**config.mk**
```make
export PLATFORM = sky130hd
export DESIGN_NAME = borrow_lookahead_subtractor_seq
export DESIGN_NICKNAME = d
export VERILOG_FILES = /design/src/rtl/borrow_lookahead_subtractor_seq.sv
export SDC_FILE = /design/constraint.sdc
export NUM_CORES = 1
export LEC_CHECK = 0
export ABC_AREA = 1
export ABC_CLOCK_PERIOD_IN_PS = 2200
export BUFFER_PORTS_ARGS = -buffer_cell sky130_fd_sc_hd__buf_2
export CORE_MARGIN = 3
export CORE_UTILIZATION = 52
export CTS_BUF_LIST = sky130_fd_sc_hd__clkbuf_2
export DETAILED_ROUTE_END_ITERATION = 7
export PLACE_DENSITY_LB_ADDON = 0.25
export SLEW_MARGIN = 25
export SYNTH_ARGS = -nofsm -noshare
export SYNTH_HDL_FRONTEND = slang
export SYNTH_SLANG_ARGS = --single-unit
```
**constraint.sdc**
```tcl
create_clock -name clk -period 2.2 [get_ports clk]
set_input_delay 0.44 -clock clk [delete_from_list [all_inputs] [get_ports clk]]
set_output_delay 0.44 -clock clk [all_outputs]
set_load 0.1 [all_outputs]
```
**src/rtl/borrow_lookahead_subtractor_seq.sv**
```systemverilog
// -----------------------------------------------------------------------------
// borrow_lookahead_subtractor_seq
//
// Sequential subtractor: diff = a - b - bin (mod 2^WIDTH), one 4-bit slice per
// clock, least significant slice first. Each slice uses a fully expanded
// borrow-lookahead network (g = ~a & b, p = ~(a ^ b)). The slice borrow-out is
// registered and feeds the next slice on the following cycle.
//
// Handshakes (valid/ready): a transfer happens on a rising clk edge where
// valid and ready are both high. The producer holds valid and its data until
// that edge. Ready never depends combinationally on valid.
//   input side : in_valid/in_ready; in_ready is high only in IDLE.
//   output side: out_valid/out_ready; out_valid is high only in DONE, and
//                diff/bout/zero (and ovf) are held stable while it is high.
//
// Ports:
//   clk        rising-edge clock
//   rst        asynchronous active-high reset
//   in_valid   operands offered         in_ready  block can accept operands
//   a, b       minuend / subtrahend     bin       borrow-in
//   out_valid  result valid             out_ready consumer accepts result
//   diff       a - b - bin              bout      final borrow (a < b + bin)
//   zero       diff == 0
//   ovf        signed overflow (only with BLA_SUB_SIGNED_OVF_EN defined)
//
// Optional feature macro: BLA_SUB_SIGNED_OVF_EN
// Latency: out_valid rises NSLICE cycles after the accept edge.
// -----------------------------------------------------------------------------
module borrow_lookahead_subtractor_seq #(
  parameter int WIDTH = 16
) (
  input  logic             clk,
  input  logic             rst,
  input  logic             in_valid,
  output logic             in_ready,
  input  logic [WIDTH-1:0] a,
  input  logic [WIDTH-1:0] b,
  input  logic             bin,
  output logic             out_valid,
  input  logic             out_ready,
  output logic [WIDTH-1:0] diff,
  output logic             bout,
  output logic             zero
`ifdef BLA_SUB_SIGNED_OVF_EN
  ,
  output logic             ovf
`endif
);

  localparam int NSLICE = WIDTH / 4;
  localparam int KW     = (NSLICE > 1) ? $clog2(NSLICE) : 1;
  localparam logic [KW-1:0] KLAST = KW'(NSLICE - 1);

  if ((WIDTH % 4) != 0 || WIDTH < 4) begin : g_width_check
    $fatal(1, "borrow_lookahead_subtractor_seq: WIDTH must be a multiple of 4 and >= 4");
  end

  typedef enum logic [1:0] {
    IDLE = 2'd0,
    BUSY = 2'd1,
    DONE = 2'd2
  } state_t;

  state_t state_q, state_d;

  logic [WIDTH-1:0] a_q, b_q, diff_q, diff_nxt;
  logic             borrow_q, bout_q, zero_q;
  logic [KW-1:0]    k_q;
  logic             accept, last;

  // Slice datapath signals
  logic [KW+1:0]    base;
  logic [3:0]       as, bs, g, p, d;
  logic [4:0]       bc;

  // ---------------------------------------------------------------------------
  // FSM: state register
  // ---------------------------------------------------------------------------
  always_ff @(posedge clk or posedge rst) begin
    if (rst) state_q <= IDLE;
    else     state_q <= state_d;
  end

  // ---------------------------------------------------------------------------
  // FSM: next state and handshake outputs
  // ---------------------------------------------------------------------------
  always_comb begin
    state_d   = state_q;
    in_ready  = 1'b0;
    out_valid = 1'b0;
    accept    = 1'b0;
    last      = 1'b0;
    case (state_q)
      IDLE: begin
        in_ready = 1'b1;
        if (in_valid) begin
          accept  = 1'b1;
          state_d = BUSY;
        end
      end
      BUSY: begin
        if (k_q == KLAST) begin
          last    = 1'b1;
          state_d = DONE;
        end
      end
      DONE: begin
        out_valid = 1'b1;
        if (out_ready) state_d = IDLE;
      end
      default: state_d = IDLE;
    endcase
  end

  // ---------------------------------------------------------------------------
  // Current slice: expanded borrow lookahead, no ripple between bits.
  // ---------------------------------------------------------------------------
  always_comb begin
    base  = {k_q, 2'b00};
    as    = a_q[base +: 4];
    bs    = b_q[base +: 4];
    g     = ~as & bs;
    p     = ~(as ^ bs);
    bc[0] = borrow_q;
    bc[1] = g[0] | (p[0] & bc[0]);
    bc[2] = g[1] | (p[1] & g[0]) | (p[1] & p[0] & bc[0]);
    bc[3] = g[2] | (p[2] & g[1]) | (p[2] & p[1] & g[0])
          | (p[2] & p[1] & p[0] & bc[0]);
    bc[4] = g[3] | (p[3] & g[2]) | (p[3] & p[2] & g[1])
          | (p[3] & p[2] & p[1] & g[0])
          | (p[3] & p[2] & p[1] & p[0] & bc[0]);
    d     = as ^ bs ^ bc[3:0];
    diff_nxt = diff_q;
    diff_nxt[base +: 4] = d;
  end

  // ---------------------------------------------------------------------------
  // Datapath registers
  // ---------------------------------------------------------------------------
  always_ff @(posedge clk or posedge rst) begin
    if (rst) begin
      a_q      <= '0;
      b_q      <= '0;
      diff_q   <= '0;
      borrow_q <= 1'b0;
      bout_q   <= 1'b0;
      zero_q   <= 1'b0;
      k_q      <= '0;
    end else if (accept) begin
      a_q      <= a;
      b_q      <= b;
      borrow_q <= bin;
      k_q      <= '0;
    end else if (state_q == BUSY) begin
      diff_q   <= diff_nxt;
      borrow_q <= bc[4];
      k_q      <= k_q + KW'(1);
      if (last) begin
        // Flags are taken from the completed result so they appear
        // together with out_valid.
        bout_q <= bc[4];
        zero_q <= (diff_nxt == '0);
      end
    end
  end

  assign diff = diff_q;
  assign bout = bout_q;
  assign zero = zero_q;

`ifdef BLA_SUB_SIGNED_OVF_EN
  logic ovf_q;
  // Sign bits come from the latched operands; a_q/b_q are not modified
  // while BUSY, so the top bits are still the original operand signs.
  always_ff @(posedge clk or posedge rst) begin
    if (rst) ovf_q <= 1'b0;
    else if (state_q == BUSY && last)
      ovf_q <= (a_q[WIDTH-1] ^ b_q[WIDTH-1]) & (a_q[WIDTH-1] ^ diff_nxt[WIDTH-1]);
  end
  assign ovf = ovf_q;
`endif

endmodule

```
==> summary.md, run 1 <==
| Metric | Value |
|---|---|
| Largest net degree at the start of global routing | `34` |
| DR DRC count | `0` |
| Worst setup path category | `reg -> reg` |
| Die Y-Extent | `80.8 µm` |
| Die ar. | `6530 µm²` |
| Inserted Clock Buffers | `5` |
| Io pins | `57` |
| Bufs on Longest Clock Path | `2` |
| Vias in the first global route | `2366` |
| Reg clk slew, reported paths | `0.27 ns` |
| Initial antenna violation count | `0` |
| Crit end category | `flop` |
| Fin cells | `458` |
| FMAX | `430 MHz` |
| Area Overhead vs Synth | `21.5%` |
| Startpoint Class | `flop` |
| Post-Syn Instances | `317` |
| Status | `finished, violations left` |
| Syn Std Cell Area | `2910 µm²` |
| RD Place Congestion | `0.927` |
| Netlist cell types | `25` |
| Slowest stage delay, CP | `0.48 ns` |
| Crit path top cell by count | `nand2_2` |
| Sequential-to-total area share from yosys stat | `47.3%` |
| CP cell instances | `inv_2 > buf_12 > nand2_1 > a32o_1 > ha_1 > or2_0 > nand2_2 > nand2_2 > nand2_2 > nand2_2 > nand2_2 > nand2_2 > inv_2 > nand2_1 > nor2_1 > nand3_1 > nand2_1` |
| Synth area leader | `dfrtp_1` |
| Worst path slowest cell | `dfrtp_1` |
| Rel. slew slack | `65.6%` |
| Initial Util | `55.2%` |
| Core area | `5270 µm²` |
| Fill cells | `460` |
| RSZ-0062 raised after global routing | `true` |
| Fin worst setup slack | `-0.124 ns` |
| PortBufs | `56` |
| Fin nets | `435` |
| DRT Pass-1 Iters | `4` |
| DPL Wire Length | `4.84 mm` |
| Register area | `1380 µm²` |
| CP arrival | `2.74 ns` |
| Synth async-reset ratio | `100%` |
| ANT nets after route | `0` |
| Critical Path RT | `2.61 ns` |
| Layout cell share with drive strength beyond 1 | `37.9%` |
| Top cells by area, synth | `dfrtp_1 47%, mux2_2 10%, nand2_1 9.2%` |
| H-Tree Level Count | `2` |
| Final core utilization | `67.0%` |
| Top cell type's share of synthesized area | `47.3%` |
| Clock Skew | `0.0251 ns` |
| Routed wire per std cell | `14.2 µm` |
| Total Neg Setup Slack | `-0.124 ns` |
| Most instantiated library cell after synthesis | `nand2_1` |
| Final setup fails | `1` |
| Die X | `80.8 µm` |
| CTS sink count | `55` |
| Ant. Diodes | `0` |
| First-pass GRT wire length | `10.8 mm` |
| CTS tree | `yes` |
| Grt ovf | `0` |
| Worst slew pin tran | `0.515 ns` |
| Syn Nets | `365` |
| Total track usage | `21.3%` |
| Type of the worst min-delay path | `in -> reg` |
| Failing checks | `setup timing` |
| Post-synth top cells | `71 x nand2_1, 55 x dfrtp_1, 27 x mux2_2, 27 x nor2_1, 23 x inv_1` |
| Row count | `26` |
| CTS root buffer | `clkbuf_2` |
| Final period util | `106%` |
| Vias | `2441` |
| Starting DRT DRC Count | `258` |
| Number of flops mapped to enable cells by yosys | `0` |
| Clock Latency Late Sink | `0.44 ns` |
| Max Cap Viol | `0` |
| Syn_area_per_cell | `9.17 µm²` |
| Critical path fanouts, max | `8` |
| Synth warnings | `0` |
| Final wirelength | `6.49 mm` |
| Multi-input logic area | `1450 µm²` |
| Final slew viol count | `0` |
| Synth Flop Type | `dfrtp_1` |
| Placed instance count | `447` |
| Final worst path period need | `2.32 ns` |
| FF+latch count, synth | `55` |
| Vias per inst | `5.33` |
| Final Hold Viols | `0` |
==> cells in the final DEF (no fill, tap or decap), drive strengths merged, types with 2 or more instances in the layout <==
cell and instances:
nand2 80, clkbuf 5, a21oi 5, nand3 10
clkinv 2, mux2 32, nand4 10, a31oi 8
o21ai 21, ha 10, a32o 4, inv 28
buf 75, nor2 31, o22ai 6, dfrtp 55
==> cell type report <==
class | instances | share of cell area [%]
Timing Repair Buffer | 76 | 13.5
Tap cell | 70 | 2.48
Clock inverter | 3 | 0.425
Sequential cell | 55 | 39.0
Inverter | 28 | 2.97
Clock buffer | 5 | 0.708
Multi-Input combinational cell | 221 | 40.9
==> cells by family (layout without fill, tap and decap cells) <==
kind of cell	after synthesis	count (layout)	share of synthesized area, %
mux	32	32	12.4
compound gates	46	46	9.38
fa+ha+maj	11	11	4.99
buf+inv	41	112	6.02
simple gates	132	132	19.9
flops	55	55	47.3
==> timing repair <==
item / 4_1_cts / 5_1_grt
gates cloned: 0 / 0
resized for setup: 6 / 21
setup buffers: 0 / 2
pin swaps: 3 / 8
setup endpoints to repair: 2 / 12
hold buffers: 1 / 0
hold endpoints to repair: 22 / 0
==> routing by layer <==
metal	vias up	share of wire, %	track usage, %
met3	8	6.6	4.43
met1	1155	46	29.8
met2	82	46	34.4
met4	0	1.1	5.07
li1	1196	-	-
met5	-	0	0
==> registers in the layout, summed over array words and instances, names as in the netlist <==
signal and cells:
bout 1, k_q 2, a_q 16, zero 1, borrow_q 1, b_q 16
diff 16, state_q 2
==> worst max-delay path: cells and delay by family, from the launching register on <==
family | cells | cell delay (ns)
compound gates | 1 | 0.22
fa+ha+maj | 1 | 0.34
buf+inv | 3 | 0.26
flops | 1 | 0.48
simple gates | 12 | 1.00
==> stage by stage <==
| step | setup WS, ns | hold WS [ns] | cell area (µm²) |
|---|---|---|---|
| 2_1_floorplan | -0.0678 | 0.465 | 2950 |
| 3_3_place_gp | -0.0402 | 0.465 | 3390 |
| 3_5_place_dp | -0.0661 | 0.471 | 3390 |
| 4_1_cts | -0.0605 | 0.126 | 3470 |
| 5_1_grt | -0.296 | 0.0887 | 3530 |
| 6_report | -0.124 | 0.133 | 3530 |
==> final timing paths <==
path	startpoint	end	slack, ns	cells after the start
max in group asynchronous	rst	diff[6]	1.10	4
worst max-delay path	k_q[0]	zero	-0.12	17
worst max register to register	k_q[0]	zero	-0.12	17
min in group asynchronous	rst	borrow_q	0.54	3
worst min register to register	bout	bout	0.52	2
worst min-delay path	out_ready	state_q[1]	0.13	2
Power of run 1 is left out: the tool's default activity adds up to more than one toggle a clock period on the data nets, which glitch-free logic cannot reach.
==> run 2, diff against run 1 <==
--- a/config.mk
+++ b/config.mk
@@ -6,10 +6,10 @@
 export NUM_CORES = 1
 export LEC_CHECK = 0
 export ABC_AREA = 1
-export ABC_CLOCK_PERIOD_IN_PS = 2200
+export ABC_CLOCK_PERIOD_IN_PS = 3000
 export BUFFER_PORTS_ARGS = -buffer_cell sky130_fd_sc_hd__buf_2
 export CORE_MARGIN = 3
-export CORE_UTILIZATION = 52
+export CORE_UTILIZATION = 61
 export CTS_BUF_LIST = sky130_fd_sc_hd__clkbuf_2
 export DETAILED_ROUTE_END_ITERATION = 7
 export PLACE_DENSITY_LB_ADDON = 0.25
==> constraint.sdc (replaced) <==
create_clock -name clk -period 3 [get_ports clk]
set_input_delay 0.6 -clock clk [delete_from_list [all_inputs] [get_ports clk]]
set_output_delay 0.6 -clock clk [all_outputs]
set_load 0.1 [all_outputs]
==> summary.md, run 2 (synthesis results as in run 1) <==
| Metric | Value |
|---|---|
| Status | `complete, no violations` |
| Most frequent cells in the layout | `71 x nand2_1, 56 x buf_2, 55 x dfrtp_1` |
| Die Y-Extent | `75.0 µm` |
| RD Place Congestion | `0.971` |
| Crit end category | `flop` |
| Worst slew pin tran | `0.782 ns` |
| Initial antenna violation count | `0` |
| Rel. slew slack | `47.7%` |
| Final slew viol count | `0` |
| Final core utilization | `73.5%` |
| Fin nets | `420` |
| Layout cell share with drive strength beyond 1 | `30.8%` |
| Area Overhead vs Synth | `13.1%` |
| Row count | `24` |
| Final wirelength | `6.36 mm` |
| Startpoint Class | `flop` |
| Inserted Clock Buffers | `5` |
| Critical path fanouts, max | `14` |
| First-pass GRT wire length | `10.1 mm` |
| FMAX | `372 MHz` |
| Reg clk slew, reported paths | `0.27 ns` |
| Grt ovf | `0` |
| Ant. Diodes | `0` |
| Worst setup path category | `reg -> reg` |
| Initial Util | `65.0%` |
| DPL Wire Length | `4.62 mm` |
| Io pins | `57` |
| PortBufs | `56` |
| DRT Pass-1 Iters | `5` |
| Routed wire per std cell | `15.0 µm` |
| CTS root buffer | `clkbuf_2` |
| Critical Path RT | `3.40 ns` |
| Max Cap Viol | `0` |
| CTS sink count | `55` |
| Worst slack at placement | `0.227 ns` |
| Vias | `2464` |
| Vias per inst | `5.80` |
| Total Neg Setup Slack | `0 ns` |
| # hold bufs at CTS | `0` |
| Core area | `4470 µm²` |
| Starting DRT DRC Count | `183` |
| DR DRC count | `0` |
| Vias in the first global route | `2271` |
| H-Tree Level Count | `2` |
| Clock Skew | `0.0281 ns` |
| Total track usage | `23.5%` |
| CTS tree | `yes` |
| ANT nets after route | `0` |
| Bufs on Longest Clock Path | `2` |
| Final worst path period need | `2.69 ns` |
| CP arrival | `3.09 ns` |
| Largest net degree at the start of global routing | `36` |
| Type of the worst min-delay path | `in -> async` |
| RSZ-0062 raised after global routing | `false` |
| Final setup fails | `0` |
| Commonest non-fill, non-tap cell in the layout | `nand2_1` |
| Clock Latency Late Sink | `0.46 ns` |
| Die ar. | `5630 µm²` |
| Die X | `75.0 µm` |
| Fin worst setup slack | `0.308 ns` |
| Final period util | `89.7%` |
| Final Hold Viols | `0` |
[run 2: changes by cell type in the layout (fill, tap and decap cells not counted), moves of 3 or more]
cell	change
inv_2	-3
o22ai_1	+3
buf_4	-9
o21ai_2	-5
o21ai_1	-7
o21ai_0	+12
o22ai_2	-3
buf_12	-3
nand2_1	+3
[run 2: path summary, 6_finish.rpt]
check	startpoint	end	slack, ns	depth (start not counted)
max	k_q[1]	zero	0.31	15
min	rst	diff[11]	0.14	2
max reg2reg	k_q[1]	zero	0.31	15
min reg2reg	bout	bout	0.52	2
max in group asynchronous	rst	b_q[0]	2.05	3
min in group clk	out_ready	state_q[1]	0.28	2
[run 2: layout make-up]
type	instances	area (µm²)
sequential	55	1380
multi-input combinational	221	1360
fill	334	1190
timing repair buffer	61	318
inverter	28	109
tap	52	65.1
clock inverter	3	38.8
clock buffer	5	25.0
[run 2: critical path, cell delays in order, from the launching register on]
cell,delay [ns]
dfrtp_1,0.54
clkinvlp_4,0.10
buf_4,0.19
o21ai_0,0.12
o22ai_1,0.28
fa_1,0.48
inv_1,0.15
nand3_1,0.11
o22ai_1,0.21
nor2_1,0.07
nand2_1,0.08
nor2_2,0.04
nand2_1,0.06
nor2_1,0.05
nand3_1,0.09
nand2_1,0.05
[run 2: layer usage]
metal	global-route usage [%]	part of all wire (%)	up-vias
met1	30.6	44	1167
met2	39.0	48	105
li1	-	-	1173
met5	0	0	-
met3	3.87	6.1	19
met4	9.88	1.9	0
[run 2: repair_timing]
| action | CTS | global route |
|---|---|---|
| setup endpoints to repair | 0 | 1 |
| gates resized for setup | 0 | 1 |
| setup buffers | 0 | 3 |
[run 2: stage by stage]
stage	hold WS (ns)	instances	area, µm²
finish	0.138	425	3290
floorplan	0.459	317	2910
detailed placement	0.470	414	3200
global route	0.146	425	3290
CTS	0.137	422	3260
global placement	0.466	414	3200
Power of run 2 is left out for the same reason.
